### src/rtl/ram_reader_pkg.sv
// Shared types and constants for the RAM stream reader and its skid buffer.
package ram_reader_pkg;

    localparam int DEF_D_WIDTH = 16;
    localparam int DEF_A_WIDTH = 10;
    localparam int SKID_DEPTH  = 2;
    localparam int CNT_WIDTH   = $clog2(SKID_DEPTH + 1);

    typedef enum logic [1:0] {
        IDLE,
        RUN,
        DRAIN,
        FIN
    } state_t;

endpackage

### src/rtl/skid_fifo2.sv
// Two-entry register FIFO; the head entry is a register so it can drive a stream directly.
module skid_fifo2
    import ram_reader_pkg::*;
#(
    parameter int D_WIDTH = DEF_D_WIDTH
) (
    input  logic                 clk,
    input  logic                 rst,
    input  logic                 push,
    input  logic [D_WIDTH-1:0]   din,
    input  logic                 pop,
    output logic [CNT_WIDTH-1:0] count,
    output logic [D_WIDTH-1:0]   head,
    output logic                 valid
);

    logic [D_WIDTH-1:0]   head_reg, head_next;
    logic [D_WIDTH-1:0]   tail_reg, tail_next;
    logic [CNT_WIDTH-1:0] count_reg, count_next;

    always_comb begin
        head_next  = head_reg;
        tail_next  = tail_reg;
        count_next = count_reg;
        case ({push, pop})
            2'b10: begin
                if (count_reg == '0) head_next = din;
                else                 tail_next = din;
                count_next = count_reg + 1'b1;
            end
            2'b01: begin
                head_next  = tail_reg;
                count_next = count_reg - 1'b1;
            end
            2'b11: begin
                // Simultaneous push/pop: the new word lands behind whatever remains.
                if (count_reg == CNT_WIDTH'(SKID_DEPTH)) begin
                    head_next = tail_reg;
                    tail_next = din;
                end else begin
                    head_next = din;
                end
            end
            default: ;
        endcase
    end

    always_ff @(posedge clk or posedge rst) begin
        if (rst) begin
            head_reg  <= '0;
            tail_reg  <= '0;
            count_reg <= '0;
        end else begin
            head_reg  <= head_next;
            tail_reg  <= tail_next;
            count_reg <= count_next;
        end
    end

    assign head  = head_reg;
    assign count = count_reg;
    assign valid = (count_reg != '0);

    no_overflow: assert property (@(posedge clk) disable iff (rst)
        !(push && !pop && count_reg == CNT_WIDTH'(SKID_DEPTH)));

endmodule

### src/rtl/ram_stream_reader.sv
// Sequential RAM read controller producing a valid/ready stream.
// Optional RAM_READER_STRIDE_EN adds a per-run address stride input.
module ram_stream_reader
    import ram_reader_pkg::*;
#(
    parameter int D_WIDTH = DEF_D_WIDTH,
    parameter int A_WIDTH = DEF_A_WIDTH
) (
    input  logic               clk,
    input  logic               rst,
    input  logic               start,
    input  logic [A_WIDTH-1:0] base_addr,
    input  logic [A_WIDTH:0]   len,
`ifdef RAM_READER_STRIDE_EN
    input  logic [A_WIDTH-1:0] stride,
`endif
    output logic               busy,
    output logic               done,
    output logic [A_WIDTH-1:0] ram_r_addr,
    input  logic [D_WIDTH-1:0] ram_rdata,
    output logic               m_valid,
    output logic [D_WIDTH-1:0] m_data,
    input  logic               m_ready
);

    state_t               state_reg, state_next;
    logic [A_WIDTH-1:0]   addr_reg, addr_next;
    logic [A_WIDTH:0]     rem_reg, rem_next;
    logic                 pend_reg, pend_next;
    logic [A_WIDTH-1:0]   step;
    logic [CNT_WIDTH-1:0] fifo_count;
    logic [1:0]           fill;
    logic                 pop;
    logic                 issue;

`ifdef RAM_READER_STRIDE_EN
    logic [A_WIDTH-1:0] step_reg, step_next;
    assign step = step_reg;
`else
    assign step = A_WIDTH'(1);
`endif

    assign pop   = m_valid & m_ready;
    assign fill  = 2'(fifo_count) + {1'b0, pend_reg};
    // A pop in this cycle frees the slot the new read will need two cycles from now.
    assign issue = (state_reg == RUN) && (rem_reg != '0) && ((fill < 2'd2) || pop);

    always_comb begin
        state_next = state_reg;
        addr_next  = addr_reg;
        rem_next   = rem_reg;
        pend_next  = 1'b0;
`ifdef RAM_READER_STRIDE_EN
        step_next  = step_reg;
`endif
        case (state_reg)
            IDLE: begin
                if (start) begin
                    rem_next = len;
                    if (len == '0) begin
                        state_next = FIN;
                    end else begin
                        state_next = RUN;
                        addr_next  = base_addr;
`ifdef RAM_READER_STRIDE_EN
                        step_next  = stride;
`endif
                    end
                end
            end
            RUN: begin
                if (rem_reg == '0) state_next = DRAIN;
            end
            DRAIN: begin
                // Leave as soon as the last word is being accepted so done follows it directly.
                if (!pend_reg && ((fifo_count == '0) ||
                                  (fifo_count == CNT_WIDTH'(1) && pop)))
                    state_next = FIN;
            end
            FIN: state_next = IDLE;
            default: state_next = IDLE;
        endcase
        if (issue) begin
            pend_next = 1'b1;
            addr_next = addr_reg + step;
            rem_next  = rem_reg - 1'b1;
        end
    end

    always_ff @(posedge clk or posedge rst) begin
        if (rst) begin
            state_reg <= IDLE;
            addr_reg  <= '0;
            rem_reg   <= '0;
            pend_reg  <= 1'b0;
`ifdef RAM_READER_STRIDE_EN
            step_reg  <= '0;
`endif
        end else begin
            state_reg <= state_next;
            addr_reg  <= addr_next;
            rem_reg   <= rem_next;
            pend_reg  <= pend_next;
`ifdef RAM_READER_STRIDE_EN
            step_reg  <= step_next;
`endif
        end
    end

    skid_fifo2 #(.D_WIDTH(D_WIDTH)) u_skid (
        .clk   (clk),
        .rst   (rst),
        .push  (pend_reg),
        .din   (ram_rdata),
        .pop   (pop),
        .count (fifo_count),
        .head  (m_data),
        .valid (m_valid)
    );

    assign busy       = (state_reg != IDLE);
    assign done       = (state_reg == FIN);
    assign ram_r_addr = addr_reg;

endmodule

### config.mk
export PLATFORM = sky130hd
export DESIGN_NAME = ram_stream_reader
export DESIGN_NICKNAME = d
export VERILOG_FILES = /design/src/rtl/ram_reader_pkg.sv /design/src/rtl/skid_fifo2.sv /design/src/rtl/ram_stream_reader.sv
export SDC_FILE = /design/constraint.sdc
export NUM_CORES = 1
export LEC_CHECK = 0
export CORE_MARGIN = 2
export CORE_UTILIZATION = 50
export CTS_BUF_LIST = sky130_fd_sc_hd__clkbuf_16
export DETAILED_ROUTE_END_ITERATION = 7
export PLACE_DENSITY_LB_ADDON = 0.15
export SLEW_MARGIN = 0
export SYNTH_ARGS = -nofsm -noshare
export SYNTH_HDL_FRONTEND = slang
export SYNTH_SLANG_ARGS = --single-unit
### constraint.sdc
create_clock -name clk -period 3.2 [get_ports clk]
set_input_delay 0.64 -clock clk [delete_from_list [all_inputs] [get_ports clk]]
set_output_delay 0.64 -clock clk [all_outputs]
set_load 0.02 [all_outputs]
==> summary.txt, run 1 <==
DRT Pass-1 Iters = 4
Core Region = 5850 um2
Synth Area in Adders = 5.42%
Worst EP required = 3.40 ns
Fin. Hold Viols = 0
Tmin final = 2.73 ns
Setup crit start = rem_reg[0]$_DFFE_PP0P_
Fraction of the mapped netlist area in simple logic gates = 13.8%
NumNets Final = 422
CP max FO = 8
Remaining DRCs = 0
Total track usage = 22.1%
Seq cells post-synth = 58
Clock insertion delay at the later pin of the skew report = 0.32 ns
Clk pin slew, worst setup/hold paths = 0.05 ns
Largest family of logic cells by synthesized area = compound AO/OA/AOI/OAI gates
Yosys cell types = 50
Ys async rst share = 100%
Critical path class = reg2reg
DPL Wire Length = 4.81 mm
Setup repair bufs after CTS = 0
Die X = 81.5 um
Largest net degree at the start of global routing = 33
Rows = 28
Synth Flop Type = dfrtp_1
P per Cell Area = 1090 nW/um2
Cells after DPL = 432
Pre-CTS setup slack = 0.474 ns
I/O pins = 70
YS warnings = 0
WP data arrival = 2.93 ns
Cells after Synth = 291
Vias in the first global route = 2469
ANT cells = 0
Post-Route Skew = 0.00474 ns
Peak supply drop = 0.526 mV
Post-synthesis mux area share = 6.67%
CTS H-tree depth = 3
Max Transition Viols Final = 0
Post-Synth XOR/XNOR Area = 0.584%
Synth Area in Compound Gates = 21.1%
Resized cells post-CTS = 0
Vias per Instance = 5.72
Status = finished, final reports clean
Drt first-iter violations = 113
WL final = 6.94 mm
Die Y = 81.5 um
Min-Delay Path Class = reg2reg
Initial core utilization = 51.3%
Final WS setup = 0.473 ns
TritonCTS buffer count = 9
Post-synth EDFFs = 0
Actual slew at the worst max-slew pin = 0.663 ns
Reg2Reg Launch Point = rem_reg[0]$_DFFE_PP0P_
Mean routed wirelength per cell = 15.5 um
Share of cells above drive strength 1 = 12.9%
Highest clock rate = 367 MHz
Syn_area_per_cell = 10.3 um2
Port bufs = 69
CTS hold repair buffers = 0
# setup viols final = 0
RSZ-0062 raised after global routing = false
Sink Count = 58
Clock Tree Buf Depth = 2
GR Overflow Total = 0
GPL Wtd Cong = 0.892
Max Cap Viol = 0
Vias post-DR = 2563
CP startpoint kind = register
Area growth, synth to finish = 35.5%
Initial antenna violation count = 0
Global-route wire length before repair = 11.2 mm
Seq/Total Area, Yosys = 48.4%
Root buffer cell = clkbuf_16
Leak = 1.76 nW
WHS = 0.475 ns
Mapped Area = 3000 um2
Die area = 6640 um2
Post-DRT Antenna Nets = 0
Min-delay src = u_skid.head[5]$_DFFE_PP0P_
Setup TNS = 0 ns
Slew headroom = 55.4%
Non-filler cells, final = 448
Post-synth net total = 345
TritonCTS clock tree = done
CP Capture Type = register
Crit share post-route = 85.2%
Core Util, Final = 69.5%
[final timing paths]
kind                                             endpoint  slack (ns)  cells after the start
max reg2reg                     ram_r_addr[8]$_DFFE_PP0P_        0.47                      7
min                            u_skid.head[5]$_DFFE_PP0P_        0.47                      2
max in group asynchronous  u_skid.tail_reg[0]$_DFFE_PP0P_        1.78                      3
min reg2reg                    u_skid.head[5]$_DFFE_PP0P_        0.47                      2
max                             ram_r_addr[8]$_DFFE_PP0P_        0.47                      7
min in group asynchronous       ram_r_addr[7]$_DFFE_PP0P_        0.73                      2
[through the flow]
stage          power (mW)  instance area [um2]
2_1_floorplan        2.84                 3000
3_3_place_gp         3.46                 3780
3_5_place_dp         3.53                 3780
4_1_cts              4.46                 4070
5_1_grt              4.77                 4070
6_report             4.44                 4070
[power breakdown]
group	total, mW	internal, mW	switching [mW]
logic	2.17	1.01	1.16
registers	1.36	1.09	0.263
clock network	0.913	0.592	0.322
[layout make-up]
type	count	area, um2
Clock buffer	9	225
Clock inverter	7	60.1
Fill cell	465	1780
Inverter	18	67.6
Multi-Input combinational cell	206	1430
Sequential cell	58	1450
Tap cell	75	93.8
Timing Repair Buffer	75	736
[Yosys cell counts (2+ instances only)]
cell	number	area share, %
a22oi_1	16	4.0
mux2_2	16	6.0
and4_1	2	0.58
dfrtp_1	58	48
nor2b_1	3	0.63
or3_1	2	0.42
o21ai_0	26	4.3
clkbuf_1	6	0.75
mux2i_1	2	0.67
o221a_2	4	1.5
a21oi_1	12	2.0
xnor2_1	2	0.58
a211o_1	2	0.58
nand2_1	31	3.9
a221o_1	5	1.7
nor3b_1	2	0.50
o22ai_1	2	0.42
a21oi_2	2	0.58
buf_6	2	0.75
ha_1	13	5.4
nor4_1	3	0.63
o21ai_1	5	0.83
and3_1	5	1.0
o21a_1	2	0.50
inv_1	17	2.1
o211ai_1	2	0.50
a21o_1	2	0.50
nor3_1	8	1.3
nor2_1	8	1.0
nand3_1	6	1.0
a211oi_1	3	0.75
o221ai_1	3	0.88
or4_1	2	0.50
[layer usage]
layer,vias to the layer above,wire length [um],global-route usage (%)
met5,-,0,0
met1,1243,3090,28.2
met3,6,358,5.49
met4,0,61,8.47
met2,74,3420,36.4
li1,1240,-,-
[cell families (layout without fill, tap and decap cells)]
logic type	Yosys count	count (layout)
AO/OA/AOI/OAI	93	93
AND/OR/NAND/NOR	80	80
flip-flops	58	58
buffers and inverters	27	109
multiplexers	18	18
adder cells (fa/ha/maj)	13	13
XOR/XNOR	2	2
[layout by cell type (no fill, tap or decap), types with 6 or more instances in the layout]
| cell type | count |
|---|---|
| a21oi_1 | 11 |
| a22oi_1 | 16 |
| buf_4 | 6 |
| clkbuf_16 | 9 |
| clkdlybuf4s50_1 | 69 |
| dfrtp_1 | 58 |
| ha_1 | 13 |
| inv_1 | 16 |
| mux2_2 | 16 |
| nand2_1 | 31 |
| nand3_1 | 6 |
| nor2_1 | 8 |
| nor3_1 | 8 |
| o21ai_0 | 26 |
[worst max-delay path, stage by stage (launching register included)]
cell     delay (ns)
dfrtp_1        0.40
inv_1          0.08
ha_1           0.22
or4b_4         0.51
nor4_1         0.56
o21ai_1        0.35
or2_2          0.37
o221a_2        0.12
Power figures use the tool's default switching activity.
==> inputs of run 2 (changes only) <==
Settings changed: CORE_UTILIZATION 50 to 51, SYNTH_HIERARCHICAL set to 1.
==> run 2 against run 1 <==
Net effect: die area is 5.8% higher; register-to-register slack hardly changed; highest routed layer unchanged; final cell count is 0.89% higher; final area is 4.2% higher; core utilization is 1.6 points lower; sequential cell count stayed put; via count is 8.8% higher; first-iteration DRC count is 25% lower.
==> summary.txt, run 2 <==
Status = finished, final reports clean
ANT cells = 0 (unchanged)
Die Y = 83.8 um (+2.9%)
DRT Pass-1 Iters = 4 (unchanged)
Post-synth net total = 352 (+2.0%)
Port bufs = 69 (unchanged)
Min-Delay Path Class = reg2reg
Die area = 7020 um2 (+5.8%)
Most numerous cell in the Yosys netlist = dfrtp_1
CTS hold repair buffers = 0 (unchanged)
TritonCTS buffer count = 9 (unchanged)
Sink Count = 58 (unchanged)
Crit share post-route = 84.8% (-0.42 points)
Root buffer cell = clkbuf_16
Slew headroom = 49.5% (-5.8 points)
# setup viols final = 0 (unchanged)
CP startpoint kind = register
Yosys top cell by area = dfrtp_1
Mean routed wirelength per cell = 18.4 um (+19%)
Global-route wire length before repair = 13.8 mm (+23%)
Post-Route Skew = 0.00165 ns (-0.00309 ns)
Seq/Total Area, Yosys = 44.7% (-3.7 points)
Cells after Synth = 300 (+3.1%)
Initial core utilization = 52.0% (+0.74 points)
Non-filler cells, final = 452 (+0.89%)
Synth Flop Type = dfrtp_1
Area growth, synth to finish = 30.5%
Power Total = 4.76 mW (+7.2%)
Resized cells post-CTS = 0 (unchanged)
DPL Wire Length = 5.63 mm (+17%)
Cell area after layout = 4240 um2 (+4.2%)
CP max FO = 20 (+12)
Tmin final = 2.71 ns (-0.0134 ns)
GPL Wtd Cong = 0.947 (+6.2%)
Clk pin slew, worst setup/hold paths = 0.05 ns (about the same)
Syn_area_per_cell = 10.8 um2 (+5.0%)
Share of cells above drive strength 1 = 14.9% (+2.1 points)
Core Region = 6240 um2 (+6.7%)
WP data arrival = 2.97 ns (+0.04 ns)
Rows = 29 (+3.6%)
Worst EP required = 3.45 ns (+0.05 ns)
Die X = 83.8 um (+2.9%)
Clock insertion delay at the later pin of the skew report = 0.32 ns (about the same)
Leak = 1.77 nW (+0.63%)
Vias per Instance = 6.17 (+7.8%)
Critical path class = reg2reg
YS warnings = 6 (+6)
RSZ-0062 raised after global routing = false
I/O pins = 70 (unchanged)
Setup TNS = 0 ns (unchanged)
NumNets Final = 422 (unchanged)
Ranking of synthesized cells by area = dfrtp_1 (45%), mux2_4 (4.6%), a2bb2oi_1 (4.3%)
Commonest cells after routing, fill and taps aside = clkdlybuf4s50_1 (69), dfrtp_1 (58), o21ai_0 (21)
Final WS setup = 0.486 ns (+0.0134 ns)
Yosys cell types = 63 (+26%)
Peak supply drop = 0.578 mV (+9.8%)
CTS H-tree depth = 3 (unchanged)
Vias post-DR = 2788 (+8.8%)
Total track usage = 24.3% (+2.1 points)
WL final = 8.31 mm (+20%)
Highest clock rate = 368 MHz (+0.49%)
Seq cells post-synth = 58 (unchanged)
DP Area = 3970 um2 (+5.0%)
Post-synth EDFFs = 0 (unchanged)
Max Transition Viols Final = 0 (unchanged)
Setup repair bufs after CTS = 0 (unchanged)
GR Overflow Total = 0 (unchanged)
Fin. Hold Viols = 0 (unchanged)
Cells after DPL = 436 (+0.93%)
Ys async rst share = 100% (unchanged)
TritonCTS clock tree = done
Mapped Area = 3250 um2 (+8.2%)
Post-DRT Antenna Nets = 0 (unchanged)
Vias in the first global route = 2829 (+15%)
P per Cell Area = 1120 nW/um2 (+2.9%)
Remaining DRCs = 0 (unchanged)
Max Cap Viol = 0 (unchanged)
Drt first-iter violations = 85 (-25%)
Post-synth top area share = 44.7% (-3.7 points)
Clock Tree Buf Depth = 2 (unchanged)
CP Capture Type = register
Pre-CTS setup slack = 0.384 ns (-0.0894 ns)
Most common cell after layout, fill and taps aside = clkdlybuf4s50_1
Largest net degree at the start of global routing = 35 (+6.1%)
Initial antenna violation count = 0 (unchanged)
Top cells by count, synth = dfrtp_1 (58), o21ai_0 (21), a2bb2oi_1 (16), a311oi_1 (16), inv_1 (15)
Actual slew at the worst max-slew pin = 0.757 ns (+0.0943 ns)
run 2: cell count changes after synthesis, moves of 6 or more:
cell / change
nand2_1: -17
a2bb2oi_1: +16
buf_2: +6
mux2_2: -10
a311oi_1: +16
a22oi_1: -15
mux2_4: +10
run 2: kinds of logic after synthesis:
group	Yosys count	share of synthesized area (%)
flops	58	44.7
xor+xnor	3	0.809
buf+inv	34	5.70
simple gates	76	13.5
compound gates	100	23.7
mux	18	7.32
fa+ha+maj	11	4.24
run 2: cell type report:
| cell class | instances | area (um2) |
|---|---|---|
| multi-input cells | 208 | 1610 |
| inverters | 16 | 60.1 |
| clock buffers | 9 | 225 |
| clock inverters | 7 | 45.0 |
| fillers | 495 | 2000 |
| flip-flops and latches | 58 | 1450 |
| well taps | 77 | 96.3 |
| repair buffers | 77 | 751 |
run 2: power by group:
group	switching (mW)	internal (mW)	total, mW
Combinational	1.27	1.23	2.50
Sequential	0.298	1.10	1.40
Clock	0.342	0.519	0.862
run 2: worst paths after layout:
kind,cells after the start,startpoint,to,slack (ns)
max,8,rem_reg[0]$_DFFE_PP0P_,rem_reg[2]$_DFFE_PP0P_,0.49
min,1,u_skid/tail_reg[13]$_DFFE_PP0P_,u_skid/tail_reg[13]$_DFFE_PP0P_,0.50
max reg2reg,8,rem_reg[0]$_DFFE_PP0P_,rem_reg[2]$_DFFE_PP0P_,0.49
min reg2reg,1,u_skid/tail_reg[13]$_DFFE_PP0P_,u_skid/tail_reg[13]$_DFFE_PP0P_,0.50
max in group asynchronous,3,rst,u_skid/tail_reg[9]$_DFFE_PP0P_,2.10
min in group asynchronous,3,rst,rem_reg[6]$_DFFE_PP0P_,0.75
run 2: critical path, stage by stage (launching register included):
cell,delay (ns)
dfrtp_1,0.42
inv_1,0.07
ha_1,0.18
or3b_1,0.46
or3_4,0.48
nand2_4,0.21
inv_2,0.19
nor2_1,0.39
a221o_1,0.24
run 2: metal layers:
| layer | vias to the layer above | global-route usage [%] | part of all wire (%) |
|---|---|---|---|
| met2 | 93 | 42.2 | 50 |
| met1 | 1397 | 30.1 | 44 |
| met3 | 6 | 6.53 | 5.5 |
| li1 | 1292 | - | - |
| met4 | 0 | 5.87 | 0.61 |
| met5 | - | 0 | 0 |
run 2: metrics by stage:
step	util, %	hold WS [ns]
after floorplan	-	0.474
after global placement	63.6	0.482
after detailed placement	63.6	0.489
after CTS	67.9	0.502
after global routing	67.9	0.516
final	67.9	0.502
